===== src/rtl/wbs_arbiter.sv =====
// Wishbone single-master to NUM_SLAVES address decoder/bridge.
// It latches one request, forwards it with a window-relative address, and returns ack/data or an error.
module wbs_arbiter #(
  parameter int                        NUM_SLAVES = 4,
  parameter logic [32*NUM_SLAVES-1:0]  SLAVE_ADDR = {32'h0003_0000, 32'h0002_0000, 32'h0001_0000, 32'h0000_0000},
  parameter logic [32*NUM_SLAVES-1:0]  SLAVE_HIGH = {32'h0003_ffff, 32'h0002_ffff, 32'h0001_ffff, 32'h0000_ffff},
  parameter int                        TIMEOUT    = 1024
) (
  input  logic                        clk,
  input  logic                        reset,
  input  logic                        wbm_cyc_i,
  input  logic                        wbm_stb_i,
  input  logic                        wbm_we_i,
  input  logic [3:0]                  wbm_sel_i,
  input  logic [31:0]                 wbm_adr_i,
  input  logic [31:0]                 wbm_dat_i,
  output logic [31:0]                 wbm_dat_o,
  output logic                        wbm_ack_o,
  output logic                        wbm_err_o,
  output logic [NUM_SLAVES-1:0]       wbs_cyc_o,
  output logic [NUM_SLAVES-1:0]       wbs_stb_o,
  output logic                        wbs_we_o,
  output logic [3:0]                  wbs_sel_o,
  output logic [31:0]                 wbs_adr_o,
  output logic [31:0]                 wbs_dat_o,
  input  logic [32*NUM_SLAVES-1:0]    wbs_dat_i,
  input  logic [NUM_SLAVES-1:0]       wbs_ack_i
);

  localparam int CW = $clog2(TIMEOUT + 1);

  typedef enum logic {IDLE, BUSY} state_e;

  typedef struct packed {
    logic        we;
    logic [3:0]  sel;
    logic [31:0] dat;
  } req_t;

  state_e                 state_q;
  req_t                   req_q;
  logic [NUM_SLAVES-1:0]  cyc_q;
  logic [31:0]            adr_q;
  logic [31:0]            rdat_q;
  logic                   ack_q;
  logic                   err_q;
  logic [CW-1:0]          cnt_q, cnt_d;

  logic [NUM_SLAVES-1:0]  win_hit;
  logic                   dec_hit;
  logic [NUM_SLAVES-1:0]  dec_oh;
  logic [31:0]            dec_rel;
  logic                   slv_ack;
  logic [31:0]            slv_rdat;

  for (genvar g = 0; g < NUM_SLAVES; g++) begin : g_win
    assign win_hit[g] = (wbm_adr_i >= SLAVE_ADDR[32*g +: 32]) &&
                        (wbm_adr_i <= SLAVE_HIGH[32*g +: 32]);
  end

  // Scan downwards so the lowest matching window is the one left standing.
  always_comb begin
    dec_hit = 1'b0;
    dec_oh  = '0;
    dec_rel = '0;
    for (int i = NUM_SLAVES - 1; i >= 0; i--) begin
      if (win_hit[i]) begin
        dec_hit    = 1'b1;
        dec_oh     = '0;
        dec_oh[i]  = 1'b1;
        dec_rel    = wbm_adr_i - SLAVE_ADDR[32*i +: 32];
      end
    end
  end

  // Only the selected slave's ack and data slice are visible.
  always_comb begin
    slv_rdat = '0;
    for (int i = 0; i < NUM_SLAVES; i++)
      if (cyc_q[i]) slv_rdat = slv_rdat | wbs_dat_i[32*i +: 32];
  end

  assign slv_ack = |(wbs_ack_i & cyc_q);
  assign cnt_d   = cnt_q + CW'(1);

  always_ff @(posedge clk) begin
    if (reset) begin
      state_q <= IDLE;
      req_q   <= '0;
      cyc_q   <= '0;
      adr_q   <= '0;
      rdat_q  <= '0;
      ack_q   <= 1'b0;
      err_q   <= 1'b0;
      cnt_q   <= '0;
    end else begin
      ack_q <= 1'b0;
      err_q <= 1'b0;
      case (state_q)
        IDLE: begin
          if (wbm_cyc_i && wbm_stb_i) begin
            req_q <= '{we: wbm_we_i, sel: wbm_sel_i, dat: wbm_dat_i};
            if (dec_hit) begin
              cyc_q   <= dec_oh;
              adr_q   <= dec_rel;
              cnt_q   <= '0;
              state_q <= BUSY;
            end else begin
              err_q <= 1'b1;
            end
          end
        end
        BUSY: begin
          if (slv_ack) begin
            cyc_q   <= '0;
            ack_q   <= 1'b1;
            rdat_q  <= slv_rdat;
            state_q <= IDLE;
          end else if (cnt_q == CW'(TIMEOUT - 1)) begin
            cyc_q   <= '0;
            err_q   <= 1'b1;
            state_q <= IDLE;
          end else begin
            cnt_q <= cnt_d;
          end
        end
        default: state_q <= IDLE;
      endcase
    end
  end

  assign wbm_dat_o = rdat_q;
  assign wbm_ack_o = ack_q;
  assign wbm_err_o = err_q;
  assign wbs_cyc_o = cyc_q;
  assign wbs_stb_o = cyc_q;
  assign wbs_we_o  = req_q.we;
  assign wbs_sel_o = req_q.sel;
  assign wbs_adr_o = adr_q;
  assign wbs_dat_o = req_q.dat;

endmodule


===== config.mk =====
export PLATFORM = sky130hd
export DESIGN_NAME = wbs_arbiter
export DESIGN_NICKNAME = d
export VERILOG_FILES = /design/src/rtl/wbs_arbiter.sv
export SDC_FILE = /design/constraint.sdc
export NUM_CORES = 1
export LEC_CHECK = 0
export CORE_AREA = 2 2 124 126
export DETAILED_ROUTE_END_ITERATION = 8
export DIE_AREA = 0 0 126 128
export PLACE_DENSITY = 0.79
export SETUP_SLACK_MARGIN = 0.05
export SYNTH_ARGS = -nofsm -noshare
export SYNTH_HDL_FRONTEND = slang
export SYNTH_SLANG_ARGS = --single-unit

===== constraint.sdc =====
create_clock -name clk -period 3.91 [get_ports clk]
set_input_delay 0.782 -clock clk [delete_from_list [all_inputs] [get_ports clk]]
set_output_delay 0.782 -clock clk [all_outputs]
set_load 0.01 [all_outputs]

== Word-level counts from Yosys, hierarchy flattened ==
Index checks and enable logic that the tools add are counted.

* Output and inout bits: 111
* Input bits: 205
* Register bits after elaboration: 119
* Word-level logic and storage cells: 82

* Reduce and logical (&&, ||, !) cells: 12
* Bitwise operators: 5
* $lt $le $gt $ge: 8
* Equal/unequal tests: 6
* Add/subtract/negate cells: 4
* Multiplexer cells: 37

{| class="wikitable"
|+ Operators with widths
! kind !! count
|-
| $mux W32 || 8
|-
| $or A32 B32 Y32 || 3
|-
| $ge A32 B18 Y1 const B || 2
|-
| $le A32 B18 Y1 const B || 2
|-
| $sub A32 B18 Y32 const B || 2
|-
| $mux W11 || 4
|-
| $ge A32 B1 Y1 const B || 1
|-
| $ge A32 B17 Y1 const B || 1
|-
| $le A32 B16 Y1 const B || 1
|-
| $le A32 B17 Y1 const B || 1
|-
| $mux W4 || 8
|-
| $sub A32 B17 Y32 const B || 1
|-
| $pmux W11 S2 || 1
|-
| $mux W1 || 13
|-
| $add A11 B1 Y11 const B || 1
|-
| $eq A11 B10 Y1 const B || 1
|-
| $ne A2 B2 Y1 const B || 4
|-
| $pmux W4 S2 || 1
|-
| $reduce_and A3 Y1 || 2
|-
| $logic_and A1 B1 Y1 || 5
|-
| $and A4 B4 Y4 || 1
|-
| $pmux W1 S2 || 2
|-
| $reduce_and A2 Y1 || 2
|-
| $reduce_and A4 Y1 || 1
|-
| other kinds (4) || 4
|}

== Longest topological paths before layout ==
Gate-level depths: netlist (run 1).

* Word-level depth: 9
* Gate-level depth with buffers: 8
* Depth with buffers taken out: 7

== Worst setup path after synthesis (run 1) ==
No wires, ideal clock.

* Kind: input-to-reg
* From: in wbm_adr_i[8]
* To: reg adr_q[18] (netlist: wbs_adr_o[18])
* Stages: 6
* Data required time: 3.840 ns
* Setup time: 0.070 ns
* Arrival time: 2.372 ns
* Slack: 1.468 ns
* Path buffers: 0
* Cell sequence: nor4_1 > nand4_1 > o21a_1 > a2111oi_4 > or4b_1 > a21oi_1

* Word-level cells in the longest chain between the ends: 7
* Elaborated cells on any way between the ends: 24
* Those cells by class: add/sub: 3; order compare: 8; mux: 8; reduce/logical: 5

{| class="wikitable"
|+ RTL lines
! item !! RTL line !! source
|-
| start, declared || 15 || <nowiki>input logic [31:0] wbm_adr_i,</nowiki>
|-
| $ge A32 B18 Y1 / $le A32 B18 Y1 (equally long branches) || 57, 58 ||
|-
| $logic_and A1 B1 Y1 || 57 || <nowiki>assign win_hit[g] = (wbm_adr_i >= SLAVE_ADDR[32*g +: 32]) &&</nowiki>
|-
| $mux W1 (4 in series) || 67 || <nowiki>if (win_hit[i]) begin</nowiki>
|-
| $reduce_and A3 Y1 (no line) || - ||
|-
| end signal, assigned || 105 || <nowiki>adr_q <= dec_rel;</nowiki>
|-
| end, declared || 43 || <nowiki>logic [31:0] adr_q;</nowiki>
|}

Parallel ways exist; a longest one is shown, timed or not.
A chain may end at the register's enable or synchronous reset.

== Worst setup path in the final report (run 1) ==
* From: reg cyc_q[2] (netlist: wbs_cyc_o[2])
* To: out wbs_stb_o[2]

{| class="wikitable"
|+ RTL lines
! item !! RTL line !! source
|-
| start, declared || 42 || <nowiki>logic [NUM_SLAVES-1:0] cyc_q;</nowiki>
|-
| start signal, assigned || 104 || <nowiki>cyc_q <= dec_oh;</nowiki>
|-
| end, declared || 21 || <nowiki>output logic [NUM_SLAVES-1:0] wbs_stb_o,</nowiki>
|}

No word-level cell between the ends.

==> flow_summary.yaml, run 1 <==
worst_hold_path:
  hp-class: "flip-flop to flip-flop"
  min_from: "wbs_adr_o[8]"
layout:
  area_growth_pct: 72.2
  fin_area_um2: 9080
  nets: 1135
  drive_above_1_share: 0.0590
  fillerInstances: 1312
  antenna_cells: 0
  fin_util: 0.611
routing:
  wl_met2_mm: 9.23
  drtIter0Drc: 312
  wl_mm: 19.3
  wl_met1_mm: 8.11
  met3_length_mm: 1.54
  topRoutingLayerUsed: "met4"
  wl_per_cell_um: 17.3
  vias: 5876
  dr.pass1.iters: 5
  routed_via_density: 5.25
  ant_nets: 0
  drc: 0
floorplan:
  io-pin-count: 316
  die_w_um: 126
  rows: 45
  dieArea_um2: 16100
  start_util: 0.355
  core-area_um2: 14900
  die_height_um: 128
synthesis:
  ys.flop_type: "dfxtp_1"
  yosysWarnings: 0
  synth_seq_cells: 119
  synth_nets: 841
  synth-seq-area-share: 0.452
  synthArstFlopShare: 0
  yosysTopAreaCellShare: 0.452
  synth_edf_count: 0
  synth_cell_type_count: 50
  yosys.area.top_type: "dfxtp_1"
  synth_area_leaders: "dfxtp_1 45%, a22oi_1 9.7%, nand2_1 9.2%"
  synth_common_cells: "129 x nand2_1, 119 x dfxtp_1, 68 x a22oi_1, 67 x a21oi_1, 52 x nor2_1"
  syn_area_um2: 5280
  yosysMostFrequentCell: "nand2_1"
  synth_area_per_cell_um2: 8.42
  synth_cells: 627
grt:
  grt_antenna_before_repair: 0
  grt_pass1_wl_mm: 29.7
  grt_max_degree: 70
  track_usage: 0.232
  grt_pass1_vias: 5520
  grt_overflow_total: 0
critical_path:
  critPathLaunch: "wbs_cyc_o[2]"
  crit_required_ns: 3.13
  crit_path_start_kind: "flip-flop"
  criticalPathCategory: "flip-flop to output pin"
  cp_slowest_cell: "dfxtp_1"
  arrival_ns: 2.09
  r2r-start: "wbs_cyc_o[3]"
  crit_chain: "buf_4, clkdlybuf4s50_1"
  cpPeakStageDelay_ns: 0.64
  end_kind: "output pin"
  cp_max_fo: 26
power_and_ir_drop:
  powerDensity_nw_per_um2: 342
  power.leakage_nw: 3.07
  peakVddDrop_mv: 0.290
clock_network:
  cts_num_sinks: 119
  cts_tree: "yes"
  root_buffer: "clkbuf_16"
  cts_buffers: 17
  cts-resized-gates: 0
  post_cts_buffers: 0
  cts_buffer_depth: 2
  cts_hold_buf: 0
  clock_latency_ns: 0.41
  htree_levels: 4
  clk_pin_slew_worst_paths_ns: 0.05
timing:
  finalCriticalPeriod_ns: 2.87
  max_freq_ghz: 0.348
  drv_slew: 0
  slew-limit-headroom: 0.459
  worstMarginPinSlew_ns: 0.812
  min_period_over_period: 0.734
  fin_worst_skew_ns: 0.00570
  hold_viol: 0
  setup_viol: 0
  finalSetupTns_ns: 0
  rsz0062_at_grt: "false"
placement:
  dp_hpwl_mm: 14.0
  portBuffers: 315
  place_congestion: 0.907
  placed_area_um2: 8510
outcome:
  outcome: "complete, no violations"
job:
  cap_violations: 0
[cell families after synthesis]
kind of cell               Yosys count  share of synthesized area
xor gates and xnor gates             9                     0.0149
buffers and inverters               60                     0.0560
and+or+nand+nor                    239                      0.206
adders and majority gates            9                     0.0213
AOI/OAI and AO/OA                  191                      0.251
DFF                                119                      0.452
[registers in the layout, summed over array words and instances (netlist names)]
name	flops
cnt_q	11
state_q	1
wbm_ack_o	1
wbm_dat_o	32
wbm_err_o	1
wbs_adr_o	32
wbs_cyc_o	4
wbs_dat_o	32
wbs_sel_o	4
wbs_we_o	1
[final timing paths]
path | to | slack [ns] | depth (start not counted)
worst max-delay path | wbs_stb_o[2] | 1.04 | 2
worst min-delay path | wbs_adr_o[8] | 0.45 | 2
worst max register to register | cnt_q[7] | 1.36 | 6
worst min register to register | wbs_adr_o[8] | 0.45 | 2
[where the power goes]
part | internal, W | switching [W] | leakage, nW
clock network | 0.000975 | 0.000550 | 0.284
logic | 0.000228 | 0.000116 | 1.82
registers | 0.00123 | 0.00000808 | 0.963
total | 0.00243 | 0.000674 | 3.07
[per-stage QoR]
stage | power, W | hold slack [ns] | setup WS (ns) | cells
3_5_place_dp | 0.00161 | 0.446 | 0.646 | 1090
4_1_cts | 0.00314 | 0.453 | 1.01 | 1120
6_report | 0.00311 | 0.450 | 1.04 | 1120
2_1_floorplan | 0.00134 | 0.469 | 1.47 | 627
3_3_place_gp | 0.00160 | 0.441 | 0.687 | 1090
5_1_grt | 0.00323 | 0.466 | 0.878 | 1120
[area by class of cell]
type                            count  area, um^2  area share
Inverter                            8        30.0     0.00331
Timing Repair Buffer              327        3250       0.358
Clock inverter                      9         101      0.0112
Clock buffer                       21         470      0.0518
Tap cell                          188         235      0.0259
Sequential cell                   119        2380       0.262
Multi-Input combinational cell    448        2610       0.288
[per-layer routing]
layer | global-route usage | vias to the layer above
met5 | 0 | -
met4 | 0.0886 | 0
met3 | 0.0689 | 36
met2 | 0.380 | 269
met1 | 0.288 | 2711
li1 | - | 2860
[critical path, delay by kind of cell, from the launching register on]
| kind | cells | cell delay, ns |
|---|---|---|
| buffers and inverters | 2 | 1.03 |
| DFF | 1 | 0.64 |
[layout by cell type (no fill, tap or decap), drive strengths merged, types with 3 or more instances in the layout]
cell type,Yosys,layout
inv,8,8
nand2,130,130
nand3,12,12
clkdlybuf4s50,0,314
nor4,9,9
xnor2,8,8
nor2,52,52
ha,9,9
and3,10,10
o21ai,8,8
clkinv,0,6
or4b,3,3
buf,13,13
nor3,4,4
a22oi,68,68
a311oi,32,32
a21oi,67,67
dfxtp,119,119
clkbuf,38,21
nand4,8,8
Note: power is estimated with default switching activity, not from simulation.
==> inputs of run 2 (changes only) <==
- CORE_AREA: 2 2 124 126 -> unset
- CORE_MARGIN: unset -> 2
- CORE_UTILIZATION: unset -> 38
- DIE_AREA: 0 0 126 128 -> unset
- PLACE_DENSITY: 0.79 -> 0.83
- clock period: 3.91 -> 2.71 ns (I/O delays scaled with it)
==> run 2 against run 1 <==
Compared with the run above: count of clock-buffer cells in the layout fell by 4; worst hold slack got worse by 0.00089 ns; wire length fell by 0.71%; die area fell by 8.0%; global-route usage rose by 2.2 points; clock power rose by 44%; clock skew rose by 0.0082 ns; critical endpoint is now wbs_adr_o[18]; largest cell class unchanged; largest power group unchanged.
==> flow_summary.yaml, run 2 (same netlist as run 1, synthesis figures left out) <==
outcome:
  outcome: "complete, no violations"
floorplan:
  start_util: 0.385
  core-area_um2: 13700
  die_height_um: 122
  dieArea_um2: 14800
  die_w_um: 122
  rows: 43
  io-pin-count: 316
critical_path:
  crit_chain: "clkdlybuf4s50_1, nand4_1, nor4_2, a21boi_1, a2111oi_4, or4b_1, a21oi_1"
  crit_path_start_kind: "input pin"
  ff2ff_path_depth: 7
  cp_slowest_cell: "clkdlybuf4s50_1"
  critPathLaunch: "wbm_adr_i[7]"
  arrival_ns: 2.86
  cpPeakStageDelay_ns: 0.50
  cp_max_fo: 3
  end_kind: "flip-flop"
  r2r-end: "cnt_q[1]"
  r2r-start: "wbs_cyc_o[2]"
  r2r_slack_ns: 0.48
  cp-endpoint: "wbs_adr_o[18]"
  crit_required_ns: 3.05
  criticalPathCategory: "input pin to flip-flop"
routing:
  wl_per_cell_um: 16.9
  drtIter0Drc: 389
  dr.pass1.iters: 7
  ant_nets: 0
  vias: 6004
  drc: 0
  routed_via_density: 5.28
  wl_mm: 19.2
layout:
  nets: 1159
  instances_no_fill: 1138
  layout_common_cells: "314 x clkdlybuf4s50_1, 129 x nand2_1, 119 x dfxtp_1"
  final_common_cell: "clkdlybuf4s50_1"
  antenna_cells: 0
  drive_above_1_share: 0.0856
  area_growth_pct: 75.5
  fillerInstances: 1113
  fin_area_um2: 9260
grt:
  track_usage: 0.254
  grt_pass1_wl_mm: 29.3
  grt_pass1_vias: 5657
  grt_antenna_before_repair: 0
  grt_overflow_total: 0
  grt_max_degree: 61
clock_network:
  post_cts_buffers: 0
  clock_latency_ns: 0.42
  root_buffer: "clkbuf_16"
  cts_tree: "yes"
  cts_hold_buf: 0
  htree_levels: 4
  clk_pin_slew_worst_paths_ns: 0.05
  cts-resized-gates: 0
  cts_buffer_depth: 2
  cts_num_sinks: 119
  cts_buffers: 17
timing:
  slew-limit-headroom: 0.584
  min_period_over_period: 0.928
  hold_viol: 0
  worstMarginPinSlew_ns: 0.623
  rsz0062_at_grt: "false"
  drv_slew: 0
  finalCriticalPeriod_ns: 2.52
  setup_viol: 0
  max_freq_ghz: 0.398
  layout_setup_ws_ns: 0.195
  fin_worst_skew_ns: 0.0139
placement:
  place_congestion: 0.877
  pre_cts_slack_ns: -0.170
  dp_hpwl_mm: 14.3
  dp.cells: 1106
  portBuffers: 315
  placed_area_um2: 8680
worst_hold_path:
  hp-class: "flip-flop to flip-flop"
  min_from: "wbs_adr_o[17]"
job:
  cap_violations: 0
power_and_ir_drop:
  powerDensity_nw_per_um2: 486
  power.leakage_nw: 3.17
  peakVddDrop_mv: 0.406
run 2: cell count changes in the layout (fill, tap and decap cells not counted), sizes merged:
| cell | change |
|---|---|
| clkinvlp | +5 |
| inv | +2 |
| clkinv | -1 |
| clkbuf | -4 |
| buf | +24 |
run 2: worst max-delay path: cells and delay by family:
family                 cells  cell delay, ns
buffers and inverters      1            0.50
AO/OA/AOI/OAI              3            0.75
AND/OR/NAND/NOR            3            1.06
run 2: metal layers:
metal,up-vias,track usage,share of wire
li1,2908,-,-
met1,2753,0.311,0.41
met2,292,0.405,0.47
met3,51,0.0801,0.092
met4,0,0.121,0.034
met5,-,0,0
run 2: metrics by stage:
stage               hold WS, ns  total power (W)   util  TNS (ns)
floorplan                 0.469          0.00194      -         0
global placement          0.441          0.00233  0.633    -0.663
detailed placement        0.446          0.00234  0.633     -1.40
CTS                       0.453          0.00455  0.675         0
global route              0.465          0.00466  0.675         0
finish                    0.449          0.00450  0.675         0
run 2: cell type report:
class                   count  area [um^2]  share of cell area
clock buffers              17          425              0.0459
clock inverters            15          155              0.0168
inverters                   8         30.0             0.00324
multi-input cells         448         2610               0.282
flip-flops and latches    119         2380               0.257
well taps                 180          225              0.0243
repair buffers            351         3430               0.370
run 2: power by group:
part,internal [W],switching [W],total [W]
Clock,0.00135,0.000847,0.00220
Sequential,0.00178,0.0000116,0.00179
Combinational,0.000341,0.000171,0.000512
Total,0.00347,0.00103,0.00450
run 2: worst min-delay path by stage:
stage                    endpoint  slack (ns)  cells after the start
floorplan               cnt_q[10]        0.47                      1
global placement    wbs_dat_o[31]        0.44                      2
detailed placement  wbs_adr_o[17]        0.45                      2
CTS                 wbs_adr_o[17]        0.45                      2
global route        wbs_dat_o[22]        0.47                      2
finish              wbs_adr_o[17]        0.45                      2
